$ cat src/rtl/mio_bus_pkg.sv
// rtl/mio_bus_pkg.sv - address map, TCTRL bit positions and timer state encoding for mio_bus_ctrl
package mio_bus_pkg;

  localparam logic [31:0] SEG_ADDR   = 32'hE000_0000;
  localparam logic [31:0] GPIO_ADDR  = 32'hF000_0000;
  localparam logic [31:0] TCNT_ADDR  = 32'hF000_0004;
  localparam logic [31:0] TCTRL_ADDR = 32'hF000_0008;

  localparam int TCTRL_EN       = 0;
  localparam int TCTRL_PERIODIC = 1;
  localparam int TCTRL_PEND     = 2;

  typedef enum logic [1:0] {
    T_IDLE = 2'd0,
    T_RUN  = 2'd1,
    T_DONE = 2'd2
  } timer_state_e;

endpackage

$ cat src/rtl/mio_bus_if.sv
// rtl/mio_bus_if.sv - core-side load/store bus between the MIPS core and mio_bus_ctrl
interface mio_bus_if;
  logic        cpu_we;
  logic [31:0] cpu_addr;
  logic [31:0] cpu_wdata;
  logic [31:0] cpu_rdata;

  modport master (output cpu_we, output cpu_addr, output cpu_wdata, input  cpu_rdata);
  modport slave  (input  cpu_we, input  cpu_addr, input  cpu_wdata, output cpu_rdata);
endinterface

$ cat src/rtl/mio_bus_ctrl_timer.sv
// rtl/mio_bus_ctrl_timer.sv - interval timer: prescaler, down-counter, IDLE/RUN/DONE FSM, IRQ_PEND
module mio_timer
  import mio_bus_pkg::*;
#(
  parameter int CNT_W    = 32,
  parameter int PRESCALE = 4
) (
  input  logic             clk,
  input  logic             reset,
  input  logic             tcnt_we_i,
  input  logic             tctrl_we_i,
  input  logic [31:0]      wdata_i,
  output logic [CNT_W-1:0] cnt_o,
  output logic [2:0]       ctrl_o
);

  localparam int             PW    = (PRESCALE > 1) ? $clog2(PRESCALE) : 1;
  localparam logic [PW-1:0]  PLAST = PW'(PRESCALE - 1);

  timer_state_e     state_q;
  logic [PW-1:0]    presc_q;
  logic [CNT_W-1:0] cnt_q, reload_q;
  logic             en_q, per_q, pend_q;
  logic [CNT_W-1:0] load_val;
  logic             tick;

  assign load_val = CNT_W'(wdata_i);
  assign tick     = (presc_q == PLAST);
  assign cnt_o    = cnt_q;
  assign ctrl_o   = {pend_q, per_q, en_q};

  always_ff @(posedge clk or posedge reset) begin
    if (reset) begin
      state_q  <= T_IDLE;
      presc_q  <= '0;
      cnt_q    <= '0;
      reload_q <= '0;
      en_q     <= 1'b0;
      per_q    <= 1'b0;
      pend_q   <= 1'b0;
    end else begin
      if (tctrl_we_i) begin
        en_q  <= wdata_i[TCTRL_EN];
        per_q <= wdata_i[TCTRL_PERIODIC];
        if (wdata_i[TCTRL_PEND]) pend_q <= 1'b0;
      end
      case (state_q)
        T_IDLE: begin
          presc_q <= '0;
          if (tcnt_we_i) begin
            cnt_q    <= load_val;
            reload_q <= load_val;
          end
          if (tctrl_we_i && wdata_i[TCTRL_EN]) state_q <= T_RUN;
        end
        T_RUN: begin
          if (tctrl_we_i && !wdata_i[TCTRL_EN]) begin
            state_q <= T_IDLE;
            presc_q <= '0;
          end else if (tcnt_we_i) begin
            cnt_q    <= load_val;
            reload_q <= load_val;
            presc_q  <= '0;
          end else begin
            presc_q <= tick ? '0 : presc_q + PW'(1);
            if (tick) begin
              // A counter of 0 or 1 expires on this tick; the set overrides a same-cycle W1C.
              if (cnt_q <= CNT_W'(1)) begin
                pend_q <= 1'b1;
                if (per_q) begin
                  cnt_q <= reload_q;
                end else begin
                  cnt_q   <= '0;
                  state_q <= T_DONE;
                end
              end else begin
                cnt_q <= cnt_q - CNT_W'(1);
              end
            end
          end
        end
        T_DONE: begin
          presc_q <= '0;
          if (tctrl_we_i && !wdata_i[TCTRL_EN]) begin
            state_q <= T_IDLE;
          end else if (tcnt_we_i) begin
            cnt_q    <= load_val;
            reload_q <= load_val;
            if (en_q) state_q <= T_RUN;
          end
        end
        default: state_q <= T_IDLE;
      endcase
    end
  end

endmodule

$ cat src/rtl/mio_bus_ctrl.sv
// rtl/mio_bus_ctrl.sv - MIPS memory/IO bus decode, GPIO/SEG registers and read mux; MIO_TIMER_IRQ_EN drives int_o from IRQ_PEND
module mio_bus_ctrl
  import mio_bus_pkg::*;
#(
  parameter int RAM_AW   = 10,
  parameter int CNT_W    = 32,
  parameter int PRESCALE = 4
) (
  input  logic              clk,
  input  logic              reset,
  mio_bus_if.slave          bus,
  output logic              ram_we,
  output logic [RAM_AW-1:0] ram_addr,
  output logic [31:0]       ram_wdata,
  input  logic [31:0]       ram_rdata,
  input  logic [15:0]       sw_in,
  output logic [15:0]       led_out,
  output logic [31:0]       seg_out,
  output logic              int_o
);

  logic [15:0]      led_q;
  logic [31:0]      seg_q;
  logic             ram_hit, seg_hit, gpio_hit, tcnt_hit, tctrl_hit;
  logic [CNT_W-1:0] tmr_cnt;
  logic [2:0]       tmr_ctrl;
  logic             unused_byte_lane;

  // Word accesses only: the byte-lane bits take no part in decode.
  assign unused_byte_lane = ^bus.cpu_addr[1:0];
  assign ram_hit   = (bus.cpu_addr[31:28] == 4'h0);
  assign seg_hit   = (bus.cpu_addr[31:2] == SEG_ADDR[31:2]);
  assign gpio_hit  = (bus.cpu_addr[31:2] == GPIO_ADDR[31:2]);
  assign tcnt_hit  = (bus.cpu_addr[31:2] == TCNT_ADDR[31:2]);
  assign tctrl_hit = (bus.cpu_addr[31:2] == TCTRL_ADDR[31:2]);

  assign ram_we    = bus.cpu_we & ram_hit;
  assign ram_addr  = bus.cpu_addr[RAM_AW+1:2];
  assign ram_wdata = bus.cpu_wdata;
  assign led_out   = led_q;
  assign seg_out   = seg_q;

  always_ff @(posedge clk or posedge reset) begin
    if (reset) begin
      led_q <= '0;
      seg_q <= '0;
    end else if (bus.cpu_we) begin
      if (gpio_hit) led_q <= bus.cpu_wdata[15:0];
      if (seg_hit)  seg_q <= bus.cpu_wdata;
    end
  end

  mio_timer #(
    .CNT_W    (CNT_W),
    .PRESCALE (PRESCALE)
  ) u_timer (
    .clk        (clk),
    .reset      (reset),
    .tcnt_we_i  (bus.cpu_we & tcnt_hit),
    .tctrl_we_i (bus.cpu_we & tctrl_hit),
    .wdata_i    (bus.cpu_wdata),
    .cnt_o      (tmr_cnt),
    .ctrl_o     (tmr_ctrl)
  );

  always_comb begin
    bus.cpu_rdata = 32'h0;
    if (ram_hit)        bus.cpu_rdata = ram_rdata;
    else if (seg_hit)   bus.cpu_rdata = seg_q;
    else if (gpio_hit)  bus.cpu_rdata = {16'h0, sw_in};
    else if (tcnt_hit)  bus.cpu_rdata = 32'(tmr_cnt);
    else if (tctrl_hit) bus.cpu_rdata = {29'h0, tmr_ctrl};
  end

`ifdef MIO_TIMER_IRQ_EN
  assign int_o = tmr_ctrl[TCTRL_PEND];
`else
  assign int_o = 1'b0;
`endif

endmodule

$ cat src/flat_wrapper.sv
// flat-port wrapper written by rule: the top's interface ports become plain ports
module mio_bus_ctrl_flat import mio_bus_pkg::*;
#(
  parameter int RAM_AW   = 10,
  parameter int CNT_W    = 32,
  parameter int PRESCALE = 4
)
  (clk, reset, ram_we, ram_addr, ram_wdata, ram_rdata, sw_in, led_out, seg_out, int_o, bus_cpu_we, bus_cpu_addr, bus_cpu_wdata, bus_cpu_rdata);
  mio_bus_if bus_i ();
  input  logic clk;
  input  logic reset;
  output logic ram_we;
  output logic [RAM_AW-1:0] ram_addr;
  output logic [31:0] ram_wdata;
  input  logic [31:0] ram_rdata;
  input  logic [15:0] sw_in;
  output logic [15:0] led_out;
  output logic [31:0] seg_out;
  output logic int_o;
  input wire logic [$bits(bus_i.cpu_we)-1:0] bus_cpu_we;
  input wire logic [$bits(bus_i.cpu_addr)-1:0] bus_cpu_addr;
  input wire logic [$bits(bus_i.cpu_wdata)-1:0] bus_cpu_wdata;
  output wire logic [$bits(bus_i.cpu_rdata)-1:0] bus_cpu_rdata;
  assign bus_i.cpu_we = bus_cpu_we;
  assign bus_i.cpu_addr = bus_cpu_addr;
  assign bus_i.cpu_wdata = bus_cpu_wdata;
  assign bus_cpu_rdata = bus_i.cpu_rdata;
  mio_bus_ctrl #(.RAM_AW(RAM_AW), .CNT_W(CNT_W), .PRESCALE(PRESCALE)) u_core (.clk(clk), .reset(reset), .bus(bus_i), .ram_we(ram_we), .ram_addr(ram_addr), .ram_wdata(ram_wdata), .ram_rdata(ram_rdata), .sw_in(sw_in), .led_out(led_out), .seg_out(seg_out), .int_o(int_o));
endmodule
$ cat config.mk
export PLATFORM = sky130hd
export DESIGN_NAME = mio_bus_ctrl_flat
export DESIGN_NICKNAME = d
export VERILOG_FILES = /design/src/rtl/mio_bus_pkg.sv /design/src/rtl/mio_bus_if.sv /design/src/rtl/mio_bus_ctrl_timer.sv /design/src/rtl/mio_bus_ctrl.sv /design/src/flat_wrapper.sv
export SDC_FILE = /design/constraint.sdc
export NUM_CORES = 1
export LEC_CHECK = 0
export CELL_PAD_IN_SITES_DETAIL_PLACEMENT = 1
export CELL_PAD_IN_SITES_GLOBAL_PLACEMENT = 1
export CORE_MARGIN = 4
export CORE_UTILIZATION = 35
export CTS_BUF_LIST = sky130_fd_sc_hd__clkbuf_8
export DETAILED_ROUTE_END_ITERATION = 6
export PLACE_DENSITY = 0.81
export SLEW_MARGIN = 20
export SYNTH_ARGS = -nofsm -noshare
export SYNTH_HDL_FRONTEND = slang
export SYNTH_SLANG_ARGS = --single-unit
export TNS_END_PERCENT = 1
$ cat constraint.sdc
create_clock -name clk -period 4.3 [get_ports clk]
set_input_delay 0.86 -clock clk [delete_from_list [all_inputs] [get_ports clk]]
set_output_delay 0.86 -clock clk [all_outputs]
set_load 0.02 [all_outputs]
# [After elaboration in Yosys (flattened, before gate mapping)]
# Cells that the tools add are included.
[word_totals] elab_cells=85 inputBits=115 register_bits=119
[op_classes] muxes=37 add_sub_neg=2 reduce_logical=15 n_lt_le_gt_ge=1 n_bitwise=3 eq_ne=18
[ops] cell="32-bit 2-to-1 mux" count=13
[ops] cell="30-bit equality test, second input constant" count=4
[ops] cell="32-bit case mux with 3 select lines" count=1
[ops] cell="32-bit case mux with 2 select lines" count=1
[ops] cell="32-bit by 1-bit less-or-equal comparator with 1-bit output, second input constant" count=1
[ops] cell="32-bit by 1-bit subtractor with 32-bit output, second input constant" count=1
[ops] cell="2-bit 2-to-1 mux" count=12
[ops] cell="3-bit != test, second input constant" count=7
[ops] cell="2-bit != test, second input constant" count=4
[ops] cell="1-bit 2-to-1 mux" count=7
[ops] cell="7-bit AND reduction" count=1
[ops] cell="2-bit case mux with 3 select lines" count=1
[ops] cell="2-bit AND reduction" count=3
[ops] cell="2-bit equality test, second input constant" count=2
[ops] cell="4-bit zero test" count=1
[ops] cell="2-bit case mux with 2 select lines" count=1
[ops] cell="4-bit AND reduction" count=1
[ops] cell="2-bit nonzero test" count=2
[ops] cell="2-bit OR reduction" count=2
[ops] cell="1-bit AND" count=3
[ops] cell="3-bit 2-to-1 mux" count=1
[ops] cell="3-bit nonzero test" count=1
[ops] cell="2-bit by 1-bit adder with 2-bit output, second input constant" count=1
[ops] cell="2-bit by 1-bit equality test with 1-bit output, second input constant" count=1
[ops] cell="3 further kinds" count=4

# [Longest topological paths before layout]
[logic_depth] ltp_word=8 ltp_mapped=10 ltp_nobuf=8

# [By module]
# From an unflattened synthesis, not the netlist that was laid out.
[unflattened] hier_cells=755 hier_area_um2=7524.7
[by_module_without_submodules] mod="mio_timer" n_inst=1 area_per_inst_um2=4241.6 cells_per_inst=458 seq_area_each_um2=1776.7
[by_module_without_submodules] mod="mio_bus_ctrl" n_inst=1 area_per_inst_um2=3283.1 cells_per_inst=297 seq_area_each_um2=1201.2

# [Worst setup path after synthesis]
# No wires, ideal clock.
[synth_path] kind="input to output" startpoint="in bus_cpu_addr[13]" endpoint="out bus_cpu_rdata[10]" path_slack_ns=0.753 cell_stages=6 arrival_time_ns=2.687 cell_sequence="nor4_1 > nand4_1 > nor4_1 > clkbuf_1 > nand2_1 > nand3_1"
[synth_via] elab_chain_len=5
[synth_lines] item="start: declaration" line_no="flat_wrapper.sv:21" source="input wire logic [$bits(bus_i.cpu_addr)-1:0] bus_cpu_addr;"
[synth_lines] item="30-bit equality test" line_no="mio_bus_ctrl.sv:34" source="assign tcnt_hit = (bus.cpu_addr[31:2] == TCNT_ADDR[31:2]);"
[synth_lines] item="32-bit 2-to-1 mux" line_no="mio_bus_ctrl.sv:71" source="else if (tcnt_hit) bus.cpu_rdata = 32'(tmr_cnt);"
[synth_lines] item="32-bit 2-to-1 mux" line_no="mio_bus_ctrl.sv:70" source="else if (gpio_hit) bus.cpu_rdata = {16'h0, sw_in};"
[synth_lines] item="32-bit 2-to-1 mux (*)" line_no="mio_bus_ctrl.sv:69" source="else if (seg_hit) bus.cpu_rdata = seg_q;"
[synth_lines] item="32-bit 2-to-1 mux (*)" line_no="mio_bus_ctrl.sv:68" source="if (ram_hit) bus.cpu_rdata = ram_rdata;"
[synth_lines] item="end: declaration" line_no="flat_wrapper.sv:23" source="output wire logic [$bits(bus_i.cpu_rdata)-1:0] bus_cpu_rdata;"
# Every way passes the cells marked *; elsewhere a longest branch is shown, timed or not.

# [Final worst setup path]
[layout_path] startpoint="in bus_cpu_addr[13]" endpoint="out bus_cpu_rdata[2]"
[layout_via] elab_chain_len=6
[layout_lines] item="30-bit equality test" line_no="mio_bus_ctrl.sv:35" source="assign tctrl_hit = (bus.cpu_addr[31:2] == TCTRL_ADDR[31:2]);"
[layout_lines] item="3-bit 2-to-1 mux" line_no="mio_bus_ctrl.sv:72" source="else if (tctrl_hit) bus.cpu_rdata = {29'h0, tmr_ctrl};"
[layout_lines] item="32-bit 2-to-1 mux" line_no="mio_bus_ctrl.sv:71"
[layout_lines] item="32-bit 2-to-1 mux" line_no="mio_bus_ctrl.sv:70"
[layout_lines] item="32-bit 2-to-1 mux (*)" line_no="mio_bus_ctrl.sv:69"
[layout_lines] item="32-bit 2-to-1 mux (*)" line_no="mio_bus_ctrl.sv:68"
# Marks and branches as above.

==> impl_metrics.ini <==
[synth]
synth-seq-area-share_pct = 41.4
synth_compound_gate_area_share_pct = 14.5
syn-cell-area_um2 = 7190
synth_nets = 903
ys_async_sr_fraction_pct = 100
synth_ff_type = dfrtp_1
synthAdderAreaFrac_pct = 1.39
synth-seq-cells = 119
synth.area.mux_share_pct = 13.2
combinational_family_with_the_most_area_after_synthesis = simple AND/OR/NAND/NOR gates
yosys.cell_types.count = 57
synth_enable_flop_cells = 0
fraction_of_the_mapped_netlist_area_in_simple_logic_gates_pct = 18.4
avgSynthCellArea_um2 = 9.21
yosysWarnings = 0
synthCells = 780
post_synth_xor_area_fraction_pct = 3.41

[placed_design]
gp_congestion = 0.797
buffer_ports.inserted = 235
dp.cells = 1224
hpwl_um = 18000

[worst_setup_path]
cp.required_ns = 3.44
worst_setup_end_kind = output port
arrival_ns = 3.31
setup.worst_path.class = input pin to output port
timing.critical_path.from_type = input pin
crit_path_max_fanout = 3

[sta]
finalSetupViolCount = 0
slew_viol_final = 0
fin_setup_tns_ns = 0
final_hold_viol_count = 0
fin_crit_share_pct = 97.0
final_period_minus_worst_setup_slack_ns = 4.17
transition_time_at_the_pin_with_the_least_slew_margin_ns = 0.711
fin_worst_skew_ns = 0.0152
max-slew-margin-rel_pct = 52.2
maxClockFrequency_mhz = 240

[cells_and_area]
area_of_the_multi_input_gates_um2 = 3780
seqCellArea_um2 = 2980
fillCellCount = 2247
num_antenna_cells = 0
layout.nets = 1098
layout.cells.most_common_list = 206 x clkdlybuf4s50_1, 119 x dfrtp_1, 92 x nand2_1
layout.cells.most_common = clkdlybuf4s50_1
drive_gt1_share_pct = 17.9
instances_no_fill = 1258
area_delta_synth_final_pct = 43.2

[clock_network]
tritoncts_num_sinks = 119
cts_tree = built
number_of_levels_in_the_clock_h_tree = 4
root_buffer = clkbuf_8
ctsHoldBuffers = 0
path_clk_slew_ns = 0.08
worst_case_clock_buffer_depth = 2
tritoncts.num_buffers = 17
worstSkewPairLatency_ns = 0.45

[run_status]
run_status = finished, final reports clean

[grt]
largest_net_degree_at_the_start_of_global_routing = 53
grt_antenna_before_repair = 0
grt_pass1_vias = 7272
grt.overflow.total = 0
globalRouteTotalUtil_pct = 21.9
grt_first_pass_wirelength_um = 39300

[die]
placement_rows = 52
die_x_um = 151
io_pins = 239
initial_util_pct = 35.5
floorplan.die_area_um2 = 22900
die_height_um = 151
core_um2 = 20200

[job]
max-cap-violations = 0

[routing]
wire_per_inst_um = 20.3
drt-total-wl_um = 25500
drcViolationCount = 0
detail_route.vias_per_cell = 5.47
detail-route-antenna-nets = 0
first_iter_violations = 372
num_vias = 6878
detail_route.first_pass.iterations = 6

[power_and_ir_drop]
vdd_ir_drop_max_uv = 172
leakagePower_uw = 0.00485
power_per_cell_area_nw_per_um2 = 333

[min_path]
worst_hold_path_type = register to register
state kept, by name (all words and copies together) (netlist names):
register,count
u_core.seg_out,32
u_core.u_timer.en_q,1
u_core.u_timer.cnt_o,32
u_core.u_timer.presc_q,2
u_core.u_timer.per_q,1
u_core.led_out,16
u_core.u_timer.pend_q,1
u_core.u_timer.reload_q,32
u_core.u_timer.state_q,2
critical path: stages:
cell             delay, ns
clkdlybuf4s50_1       0.42
nor4_2                0.38
buf_4                 0.19
nand2_1               0.11
nor3_1                0.43
a22oi_1               0.13
a21oi_1               0.17
clkdlybuf4s50_1       0.63
stage by stage:
step           area, um^2  power [uW]  hold WS, ns  util [%]  setup slack (ns)
2_1_floorplan        7190        1940        0.444         -             0.283
3_3_place_gp         9710        2270        0.466      48.0           -0.0258
3_5_place_dp         9710        2300        0.466      48.0            -0.193
4_1_cts             10200        3460        0.484      50.3            0.0116
5_1_grt             10300        3620        0.493      50.9          -0.00134
6_report            10300        3430        0.479      50.9             0.128
worst paths after layout:
kind                                          start                         to  slack [ns]  cells after the start
min reg2reg                   u_core.u_timer.pend_q      u_core.u_timer.pend_q        0.48                      1
max reg2reg                u_core.u_timer.cnt_o[18]  u_core.u_timer.state_q[0]        1.04                      6
max in group asynchronous                     reset    u_core.u_timer.cnt_o[9]        2.44                      3
min                           u_core.u_timer.pend_q      u_core.u_timer.pend_q        0.48                      1
max                                bus_cpu_addr[13]           bus_cpu_rdata[2]        0.13                      8
min in group asynchronous                     reset          u_core.led_out[4]        0.89                      2
layout make-up:
| type | count | area share [%] |
|---|---|---|
| timing repair buffer | 268 | 26.5 |
| clock buffer | 17 | 2.27 |
| sequential | 119 | 28.9 |
| multi-input combinational | 559 | 36.7 |
| tap | 270 | 3.28 |
| inverter | 10 | 0.389 |
| clock inverter | 15 | 1.96 |
metal layers:
metal / vias up / share of wire (%) / GRT usage [%] / routed length (um)
li1: 3160 / - / - / -
met1: 3472 / 44 / 28.3 / 11100
met2: 225 / 48 / 36.9 / 12300
met3: 21 / 7.1 / 5.83 / 1820
met4: 0 / 1.1 / 4.90 / 274
met5: - / 0 / 0 / 0
what timing repair did:
| item | 4_1_cts | 5_1_grt |
|---|---|---|
| endpoints found under the setup margin | 29 | 32 |
| resized for setup | 4 | 35 |
| buffers inserted | 1 | 0 |
| pin swaps | 1 | 0 |
Yosys cell counts (4+ instances only):
| library cell | instances | share of area, % |
|---|---|---|
| xor2_1 | 15 | 1.8 |
| nor2_1 | 59 | 3.1 |
| ha_1 | 8 | 1.4 |
| o21ai_0 | 41 | 2.9 |
| a21oi_1 | 50 | 3.5 |
| xnor2_1 | 13 | 1.6 |
| nand4_1 | 6 | 0.52 |
| nand4b_1 | 4 | 0.49 |
| nor3_1 | 21 | 1.5 |
| nor4_1 | 27 | 2.4 |
| nand2_1 | 94 | 4.9 |
| and3_1 | 12 | 1.0 |
| buf_4 | 43 | 4.5 |
| a22oi_1 | 32 | 3.3 |
| a22o_1 | 7 | 0.85 |
| mux2_2 | 84 | 13 |
| nand3_1 | 16 | 1.1 |
| clkbuf_1 | 43 | 2.2 |
| dfrtp_1 | 119 | 41 |
| inv_1 | 10 | 0.52 |
| or4_1 | 5 | 0.52 |
| buf_1 | 4 | 0.21 |
| a31oi_1 | 9 | 0.78 |
logic make-up (layout without fill, tap and decap cells):
logic type,count (synthesis),count (layout)
xor gates and xnor gates,28,28
adders and majority gates,8,8
DFF,119,119
AOI/OAI and AO/OA,168,168
and+or+nand+nor,270,270
buffers and inverters,102,310
muxes,84,84
other,1,1
report_power, final:
part           total (uW)  internal [uW]  switching (uW)
Clock                1140            633             507
Sequential           1570           1270             303
Combinational         719            378             341
Total                3430           2280            1150
Note: power is estimated with default switching activity, not from simulation.
==> RTL change: new RTL, same settings <==
`CNT_W` is set to 32 in 3 places; all go to 64.
--- a/src/rtl/mio_bus_ctrl_timer.sv
+++ b/src/rtl/mio_bus_ctrl_timer.sv
@@ -3,5 +3,5 @@
   import mio_bus_pkg::*;
 #(
-  parameter int CNT_W    = 32,
+  parameter int CNT_W    = 64,
   parameter int PRESCALE = 4
 ) (
--- a/src/rtl/mio_bus_ctrl.sv
+++ b/src/rtl/mio_bus_ctrl.sv
@@ -4,5 +4,5 @@
 #(
   parameter int RAM_AW   = 10,
-  parameter int CNT_W    = 32,
+  parameter int CNT_W    = 64,
   parameter int PRESCALE = 4
 ) (
--- a/src/flat_wrapper.sv
+++ b/src/flat_wrapper.sv
@@ -3,5 +3,5 @@
 #(
   parameter int RAM_AW   = 10,
-  parameter int CNT_W    = 32,
+  parameter int CNT_W    = 64,
   parameter int PRESCALE = 4
 )
Function: not settled (the Yosys comparison gave no result); the edit may change what the design does.
==> RTL change against the unedited design <==
- cell area up 17%
- first-iteration DRC count is 56% higher
- non-clock buffer count is 14 higher
- area after synthesis is 25% higher
- setup slack improved by 15 ps
- sequential cell count rose by 32
- clock skew grew 3.8 ps
- routed wire length grew 21%
- cell count is 21% higher
- combinational power up 11%
- global-route usage is 0.15 points higher
- total power rose by 13%
- largest cell class unchanged
- largest power group unchanged
- highest routed layer unchanged
==> RTL change: results <==
[outcome]
outcome = completed

[global_routing]
grt_pass1_vias = 9192
grt_pass1_wl_um = 50900
use_met3_pct = 4.46
grtUsageMet1_pct = 28.3
use_met2_pct = 38.7
grt_usage_pct = 22.1
grt_max_degree = 152

[placement]
dpl.hpwl_um = 22000
dp_slack_ps = -437
globalplace.congestion = 0.825
place_area_um2 = 11600

[critical_path]
regToRegSetupSlack_ps = 1020
critical-path-top-delay-family = simple AND/OR/NAND/NOR gates
r2r-end = u_core.u_timer.cnt_o[16]$_DFFE_PP0P_
endpoint = bus_cpu_rdata[23]
cp_data_arrival_time_ps = 3300
rr_worst_depth = 9
max_stage_delay_ps = 460
cp_max_fo = 16
startpoint = bus_cpu_addr[9]
r2r_start = u_core.u_timer.cnt_o[28]$_DFFE_PP0P_

[drt]
wl_met1_um = 13600
routed_via_density = 5.50
drtIter0Drc = 582
wl_met2_um = 15700
wl_met3_um = 1300
dr.pass1.iters = 4
routed_wirelength_um = 31000

[pwr]
power_density_nw_per_um2 = 322
ir_drop_mv = 0.162
leakage_uw = 0.00524

[sta]
fin_crit_ps = 4160
skew_ps = 19.1
whs_ps = 491
relSlewSlack_pct = 29.2

[logic_synthesis]
synth_top_cells_by_area = dfrtp_1, mux2_2, a21oi_1, nor2_1, nand2_1
synth.avg_cell_area_um2 = 9.07
synth-seq-area-share_pct = 42.1
synthTopCellsByCount = dfrtp_1, nor2_1, nand2_1
synth_nets = 1113

[cells_and_area]
largest_register_ffs = 64
instances_no_fill = 1523
fill_cells = 2840
drive_gt1_share_pct = 16.2
fin_nets = 1303

[clocking]
cts_resized = 54
cts_setup_buffers = 0

[hold_path]
hold_end = u_core.u_timer.cnt_o[37]$_DFFE_PP0P_
-- RTL change: cell count changes in the layout (fill, tap and decap cells not counted), moves of 16 or more --
cell / unedited run / this run
dfrtp_1: 119 / 151
a21oi_1: 50 / 89
a22oi_1: 32 / 16
nor2_1: 58 / 110
o21ai_0: 40 / 60
dlymetal6s2s_1: 28 / 0
-- RTL change: where the power goes --
group	switching, uW	internal (uW)
logic	420	379
registers	321	1570
clock network	643	544
total	1380	2490
-- RTL change: logic make-up after synthesis --
family          count (synthesis)  share of synthesized area [%]
compound gates                228                           15.2
xor+xnor                       37                           3.61
simple gates                  362                           20.6
fa+ha+maj                       8                           1.11
other cells                     1                         0.0417
mux                            80                           10.0
flops                         151                           42.1
buf+inv                       123                           7.35
-- RTL change: cell type report --
type / instances / share of cell area [%]
multi-input combinational: 716 / 38.2
sequential: 151 / 31.4
timing repair buffer: 282 / 23.1
tap: 330 / 3.43
clock buffer: 17 / 1.94
clock inverter: 15 / 1.54
inverter: 12 / 0.405
